<file path="src/rtl/reg_file_wb_if.sv">
// reg_file_wb_if: ID read/issue and WB write bundle between the pipeline and the register file
interface reg_file_wb_if #(parameter int XLEN = 32);
    logic [4:0]      id_rs1;
    logic [4:0]      id_rs2;
    logic [XLEN-1:0] id_rs1_data;
    logic [XLEN-1:0] id_rs2_data;
    logic            id_issue;
    logic [4:0]      id_rd;
    logic            wb_reg_write;
    logic [4:0]      wb_rd;
    logic [XLEN-1:0] wb_write_data;
    logic            rf_stall;
    logic            sb_overflow;
    logic            sb_underflow;
    modport master (
        output id_rs1, id_rs2, id_issue, id_rd, wb_reg_write, wb_rd, wb_write_data,
        input  id_rs1_data, id_rs2_data, rf_stall, sb_overflow, sb_underflow
    );
    modport slave (
        input  id_rs1, id_rs2, id_issue, id_rd, wb_reg_write, wb_rd, wb_write_data,
        output id_rs1_data, id_rs2_data, rf_stall, sb_overflow, sb_underflow
    );
endinterface

</file>
<file path="src/rtl/reg_file_wb.sv">
// reg_file_wb: 32xXLEN register file with WB write port and RAW scoreboard; REGFILE_BYPASS_EN enables write-first read bypass
module reg_file_wb #(
    parameter int XLEN     = 32,
    parameter int SB_CNT_W = 2
) (
    input logic              clk,
    input logic              rst,
    reg_file_wb_if.slave     bus_io
);
    localparam logic [SB_CNT_W-1:0] cnt_max = '1;
    logic [XLEN-1:0]     regs_q [32];
    logic [SB_CNT_W-1:0] cnt_q  [32];
    logic [SB_CNT_W-1:0] cnt_d  [32];
    logic                ovf_q, ovf_d, unf_q, unf_d;
    logic [31:0]         inc_v, dec_v;
    logic                byp1, byp2, busy1, busy2;
    assign inc_v = (bus_io.id_issue && bus_io.id_rd != 5'd0) ? 32'd1 << bus_io.id_rd : 32'd0;
    assign dec_v = (bus_io.wb_reg_write && bus_io.wb_rd != 5'd0) ? 32'd1 << bus_io.wb_rd : 32'd0;
`ifdef REGFILE_BYPASS_EN
    assign byp1 = dec_v[bus_io.id_rs1];
    assign byp2 = dec_v[bus_io.id_rs2];
`else
    assign byp1 = 1'b0;
    assign byp2 = 1'b0;
`endif
    // With bypass, the retiring write of the last pending count is already visible, so no stall
    assign busy1 = cnt_q[bus_io.id_rs1] != '0 && !(byp1 && cnt_q[bus_io.id_rs1] == SB_CNT_W'(1));
    assign busy2 = cnt_q[bus_io.id_rs2] != '0 && !(byp2 && cnt_q[bus_io.id_rs2] == SB_CNT_W'(1));
    assign bus_io.id_rs1_data  = rst ? '0 : byp1 ? bus_io.wb_write_data : regs_q[bus_io.id_rs1];
    assign bus_io.id_rs2_data  = rst ? '0 : byp2 ? bus_io.wb_write_data : regs_q[bus_io.id_rs2];
    assign bus_io.rf_stall     = !rst && (busy1 || busy2);
    assign bus_io.sb_overflow  = ovf_q;
    assign bus_io.sb_underflow = unf_q;
    always_comb begin
        ovf_d = ovf_q;
        unf_d = unf_q;
        for (int r = 0; r < 32; r++) begin
            cnt_d[r] = cnt_q[r];
            if (inc_v[r] && !dec_v[r]) begin
                if (cnt_q[r] == cnt_max) ovf_d = 1'b1;
                else cnt_d[r] = cnt_q[r] + SB_CNT_W'(1);
            end else if (dec_v[r] && !inc_v[r]) begin
                if (cnt_q[r] == '0) unf_d = 1'b1;
                else cnt_d[r] = cnt_q[r] - SB_CNT_W'(1);
            end
        end
    end
    always_ff @(posedge clk or posedge rst) begin
        if (rst) begin
            for (int r = 0; r < 32; r++) begin
                regs_q[r] <= '0;
                cnt_q[r]  <= '0;
            end
            ovf_q <= 1'b0;
            unf_q <= 1'b0;
        end else begin
            if (dec_v[bus_io.wb_rd]) regs_q[bus_io.wb_rd] <= bus_io.wb_write_data;
            cnt_q <= cnt_d;
            ovf_q <= ovf_d;
            unf_q <= unf_d;
        end
    end
endmodule

</file>
<file path="src/flat_wrapper.sv">
// flat-port wrapper written by rule: the top's interface ports become plain ports
module reg_file_wb_flat 
#(
    parameter int XLEN     = 32,
    parameter int SB_CNT_W = 2
)
  (clk, rst, bus_io_id_rs1, bus_io_id_rs2, bus_io_id_issue, bus_io_id_rd, bus_io_wb_reg_write, bus_io_wb_rd, bus_io_wb_write_data, bus_io_id_rs1_data, bus_io_id_rs2_data, bus_io_rf_stall, bus_io_sb_overflow, bus_io_sb_underflow);
  reg_file_wb_if #(.XLEN(XLEN)) bus_io_i ();
  input logic clk;
  input logic rst;
  input wire logic [$bits(bus_io_i.id_rs1)-1:0] bus_io_id_rs1;
  input wire logic [$bits(bus_io_i.id_rs2)-1:0] bus_io_id_rs2;
  input wire logic [$bits(bus_io_i.id_issue)-1:0] bus_io_id_issue;
  input wire logic [$bits(bus_io_i.id_rd)-1:0] bus_io_id_rd;
  input wire logic [$bits(bus_io_i.wb_reg_write)-1:0] bus_io_wb_reg_write;
  input wire logic [$bits(bus_io_i.wb_rd)-1:0] bus_io_wb_rd;
  input wire logic [$bits(bus_io_i.wb_write_data)-1:0] bus_io_wb_write_data;
  output wire logic [$bits(bus_io_i.id_rs1_data)-1:0] bus_io_id_rs1_data;
  output wire logic [$bits(bus_io_i.id_rs2_data)-1:0] bus_io_id_rs2_data;
  output wire logic [$bits(bus_io_i.rf_stall)-1:0] bus_io_rf_stall;
  output wire logic [$bits(bus_io_i.sb_overflow)-1:0] bus_io_sb_overflow;
  output wire logic [$bits(bus_io_i.sb_underflow)-1:0] bus_io_sb_underflow;
  assign bus_io_i.id_rs1 = bus_io_id_rs1;
  assign bus_io_i.id_rs2 = bus_io_id_rs2;
  assign bus_io_i.id_issue = bus_io_id_issue;
  assign bus_io_i.id_rd = bus_io_id_rd;
  assign bus_io_i.wb_reg_write = bus_io_wb_reg_write;
  assign bus_io_i.wb_rd = bus_io_wb_rd;
  assign bus_io_i.wb_write_data = bus_io_wb_write_data;
  assign bus_io_id_rs1_data = bus_io_i.id_rs1_data;
  assign bus_io_id_rs2_data = bus_io_i.id_rs2_data;
  assign bus_io_rf_stall = bus_io_i.rf_stall;
  assign bus_io_sb_overflow = bus_io_i.sb_overflow;
  assign bus_io_sb_underflow = bus_io_i.sb_underflow;
  reg_file_wb #(.XLEN(XLEN), .SB_CNT_W(SB_CNT_W)) u_core (.clk(clk), .rst(rst), .bus_io(bus_io_i));
endmodule
</file>
<file path="config.mk">
export PLATFORM = sky130hd
export DESIGN_NAME = reg_file_wb_flat
export DESIGN_NICKNAME = d
export VERILOG_FILES = /design/src/rtl/reg_file_wb_if.sv /design/src/rtl/reg_file_wb.sv /design/src/flat_wrapper.sv
export SDC_FILE = /design/constraint.sdc
export NUM_CORES = 2
export LEC_CHECK = 0
export BUFFER_PORTS_ARGS = -buffer_cell sky130_fd_sc_hd__buf_2
export CAP_MARGIN = 30
export CORE_ASPECT_RATIO = 1.4
export CORE_MARGIN = 2
export CORE_UTILIZATION = 57
export CTS_CLUSTER_SIZE = 28
export DETAILED_ROUTE_END_ITERATION = 7
export PLACE_DENSITY = 0.87
export RECOVER_POWER = 50
export SYNTH_ARGS = -nofsm -noshare
export SYNTH_HDL_FRONTEND = slang
export SYNTH_SLANG_ARGS = --single-unit
</file>
<file path="constraint.sdc">
create_clock -name clk -period 41.8 [get_ports clk]
set_clock_uncertainty 0.15 [all_clocks]
set_input_delay 8.36 -clock clk [delete_from_list [all_inputs] [get_ports clk]]
set_output_delay 8.36 -clock clk [all_outputs]
set_load 0.005 [all_outputs]
</file>
==> summary.txt <==
Critical path
  • Slowest cell on crit path: clkbuf_1
  • Startpoint types: primary input
  • Buffers & Inverters on Critical Path: 3
  • Crit path kind: primary input to primary output
  • Critical path arrival: approximately 13000 ps
  • Largest delay contributor family on the critical path: buffers and inverters
  • Crit-path cells: clkbuf_1 -> clkbuf_1 -> nor2_1 -> buf_2
  • Max incr delay on CP: approximately 2100 ps
  • CP dominant cell by count: clkbuf_1
  • Critical path capture point type: primary output
  • Worst EP required: between 30000 and 40000 ps
  • Largest fanout on the critical path: 37

Timing
  • Worst-Margin Slew: approximately 5500 ps
  • RSZ-0062 raised after global routing: false
  • Max Clock Freq: about 46 MHz
  • Final WS setup: 20190 ps
  • Tmin final: 21610 ps
  • Final Cycle Share: approximately half
  • Hold_ws: around 250 ps
  • Final setup fails: 0
  • Max Slew Vio Count: between 1000 and 1500
  • Hold Vio Cnt, Final: 0
  • Max-slew headroom: -265.2%
  • Sum of negative setup slack: 0 ps

Detailed routing
  • Iteration-0 DRC Markers: approximately 5000
  • Antenna-violating nets left: 0
  • Met2 wire length: about 82000 µm
  • DR WL/cell: between 30 and 40 µm
  • 1st-pass router iterations: 6
  • Met3 WL post-DR: between 15000 and 20000 µm
  • DRC: 0
  • Post-DR vias/cell: between 7 and 8
  • Final wirelength: between 150000 and 200000 µm
  • Routed met1 length: around 57000 µm
  • Uppermost routed layer: met5
  • Vias: 38870

Logic synthesis
  • Synth Cell Area: slightly below 60000 µm²
  • Main combinational cell family by area after synthesis: multiplexers
  • Synth Register Bits: around 1100
  • Post-synthesis simple-gate area fraction: 4.615%
  • Post-synthesis mux area share: a little over two fifths
  • Post-synthesis compound-gate area fraction: 2.528%
  • Mapped Cells: about 4000
  • Yosys Warn Count: 0
  • Top FF cell, synth: dfrtp_1
  • Sequential area share after synthesis: between 40% and 50%
  • Synthesized net count: 4091
  • Synthesized area per cell: roughly 15 µm²
  • Post-synthesis cell type count: 50
  • Post-synth ARST share: between 90% and 100%
  • Xor/xnor share of the synthesized area: 0%
  • Post-Synth Adder-Cell Area: 0%
  • EDFF count, synth: 0

Finish
  • Layout Nets: a little under 4000
  • Most frequent cells in the layout: 1090 x dfrtp_1, 891 x mux2_2, 652 x mux4_2
  • Area Growth Syn to Fin: 7.818%
  • Commonest non-fill, non-tap cell in the layout: dfrtp_1
  • Fill cell count: approximately 6900
  • Post-route non-filler standard cell count: ~5300
  • Layout cell share with drive strength beyond 1: about 48%

Place
  • Final Wtd Congestion: around 0.90
  • Dpl cells: a little over 5000
  • Detailed Place HPWL: slightly above 90000 µm
  • Dpl ws: 20700 ps
  • Port bufs: 122

Floorplan
  • Die area: 106000 µm²
  • Row cnt: between 100 and 150
  • I/O pin count: ~120
  • Core ar.: 102400 µm²
  • Die width: ~280 µm
  • Die H: about 380 µm
  • Starting Density: a little under three fifths

Min path
  • Worst hold path type: register to register

Power and ir drop
  • Tot Pwr: 2.999 mW
  • LEAKAGE: 27.40 nW
  • Max IR drop VDD: approximately 0.000033 V
  • P per Cell Area: around 47 nW/µm²

Clocking
  • CTS tree: built
  • Longest Clk Path Bufs: 3
  • Clk root buf: clkbuf_16
  • Clock tree sinks: approximately 1100
  • Setup Buffers After CTS: 0
  • Clock transition at path regs: approximately 60 ps
  • CTS Hold Buffers Added: 0
  • CTS resizes: 0
  • CTS H-tree lvls: 3
  • Worst skew pair latency: 710 ps
  • CTS buffer count: 98

Global routing
  • Total GRT Usage: approximately 32%
  • Initial antenna violation count: 9
  • First-pass GRT wire length: about 250000 µm
  • Largest net degree at the start of global routing: approximately 200
  • Overflow left after global routing: 0
  • Vias in the first global route: 40570

Run
  • MaxCap Viol Count: 32

Status
  • Status: complete, but fails checks
  • Failing checks: capacitance limit, slew limit
## where the power goes
part	switching (mW)	internal [mW]
logic	0.242	0.384
registers	0.170	1.25
clock network	0.414	0.535
## sequential cells by signal, indices dropped and copies added (netlist names)
register,count
u_core.bus_io.sb_overflow,1
u_core.regs_q,1024
u_core.cnt_q,64
u_core.bus_io.sb_underflow,1
## kinds of logic (layout without fill, tap and decap cells)
family	after synthesis	count (layout)
other cells	0	6
flops	1090	1090
buf+inv	468	402
mux	1614	1614
simple gates	637	637
compound gates	226	226
## per-layer routing
layer | global-route usage (%) | up-vias
met5 | 0 | -
met4 | 20.61 | 4
met3 | 7.461 | 695
met2 | 51.00 | 2634
met1 | 40.36 | 20430
li1 | - | 15110
## layout make-up
class,count,area [µm²],area share [%]
clock inverters,37,440.4,0.6934
flip-flops and latches,1090,27280,42.95
multi-input cells,2477,29730,46.80
repair buffers,197,1375,2.165
diodes,6,15.01,0.02364
well taps,1339,1675,2.638
clock buffers,136,2879,4.533
inverters,32,126.4,0.1990
## through the flow
stage | cell area [µm²] | utilization, %
after floorplan | 58910 | -
after global placement | 60050 | 58.62
after detailed placement | 60430 | 58.99
after CTS | 63740 | 62.23
after global routing | 63510 | 62.00
final | 63510 | 62.00
## worst paths after layout
check,startpoint,end,slack (ps),cells after the start
worst max register to register,u_core.cnt_q[8],u_core.bus_io.sb_underflow,39560,5
min in group asynchronous,rst,u_core.regs_q[80],11050,3
worst max-delay path,rst,bus_io_id_rs2_data[2],20190,4
max in group asynchronous,rst,u_core.regs_q[874],23800,6
worst min register to register,u_core.regs_q[1019],u_core.regs_q[1019],250,0
worst min-delay path,u_core.regs_q[1019],u_core.regs_q[1019],250,0
## synth_stat cells (28+ instances only)
cell,instances,area (µm²)
mux4_2,652,14680
nor2_1,155,581.8
buf_2,97,485.5
a21oi_1,42,210.2
mux2_2,897,10100
o21ai_0,59,295.3
nand2_1,383,1438
buf_1,74,277.8
clkbuf_1,240,900.9
dfrtp_1,1090,27280
a211oi_1,47,352.8
mux2i_1,65,650.6
o211ai_1,28,210.2
inv_1,32,120.1
Note: power is estimated with default switching activity, not from simulation.
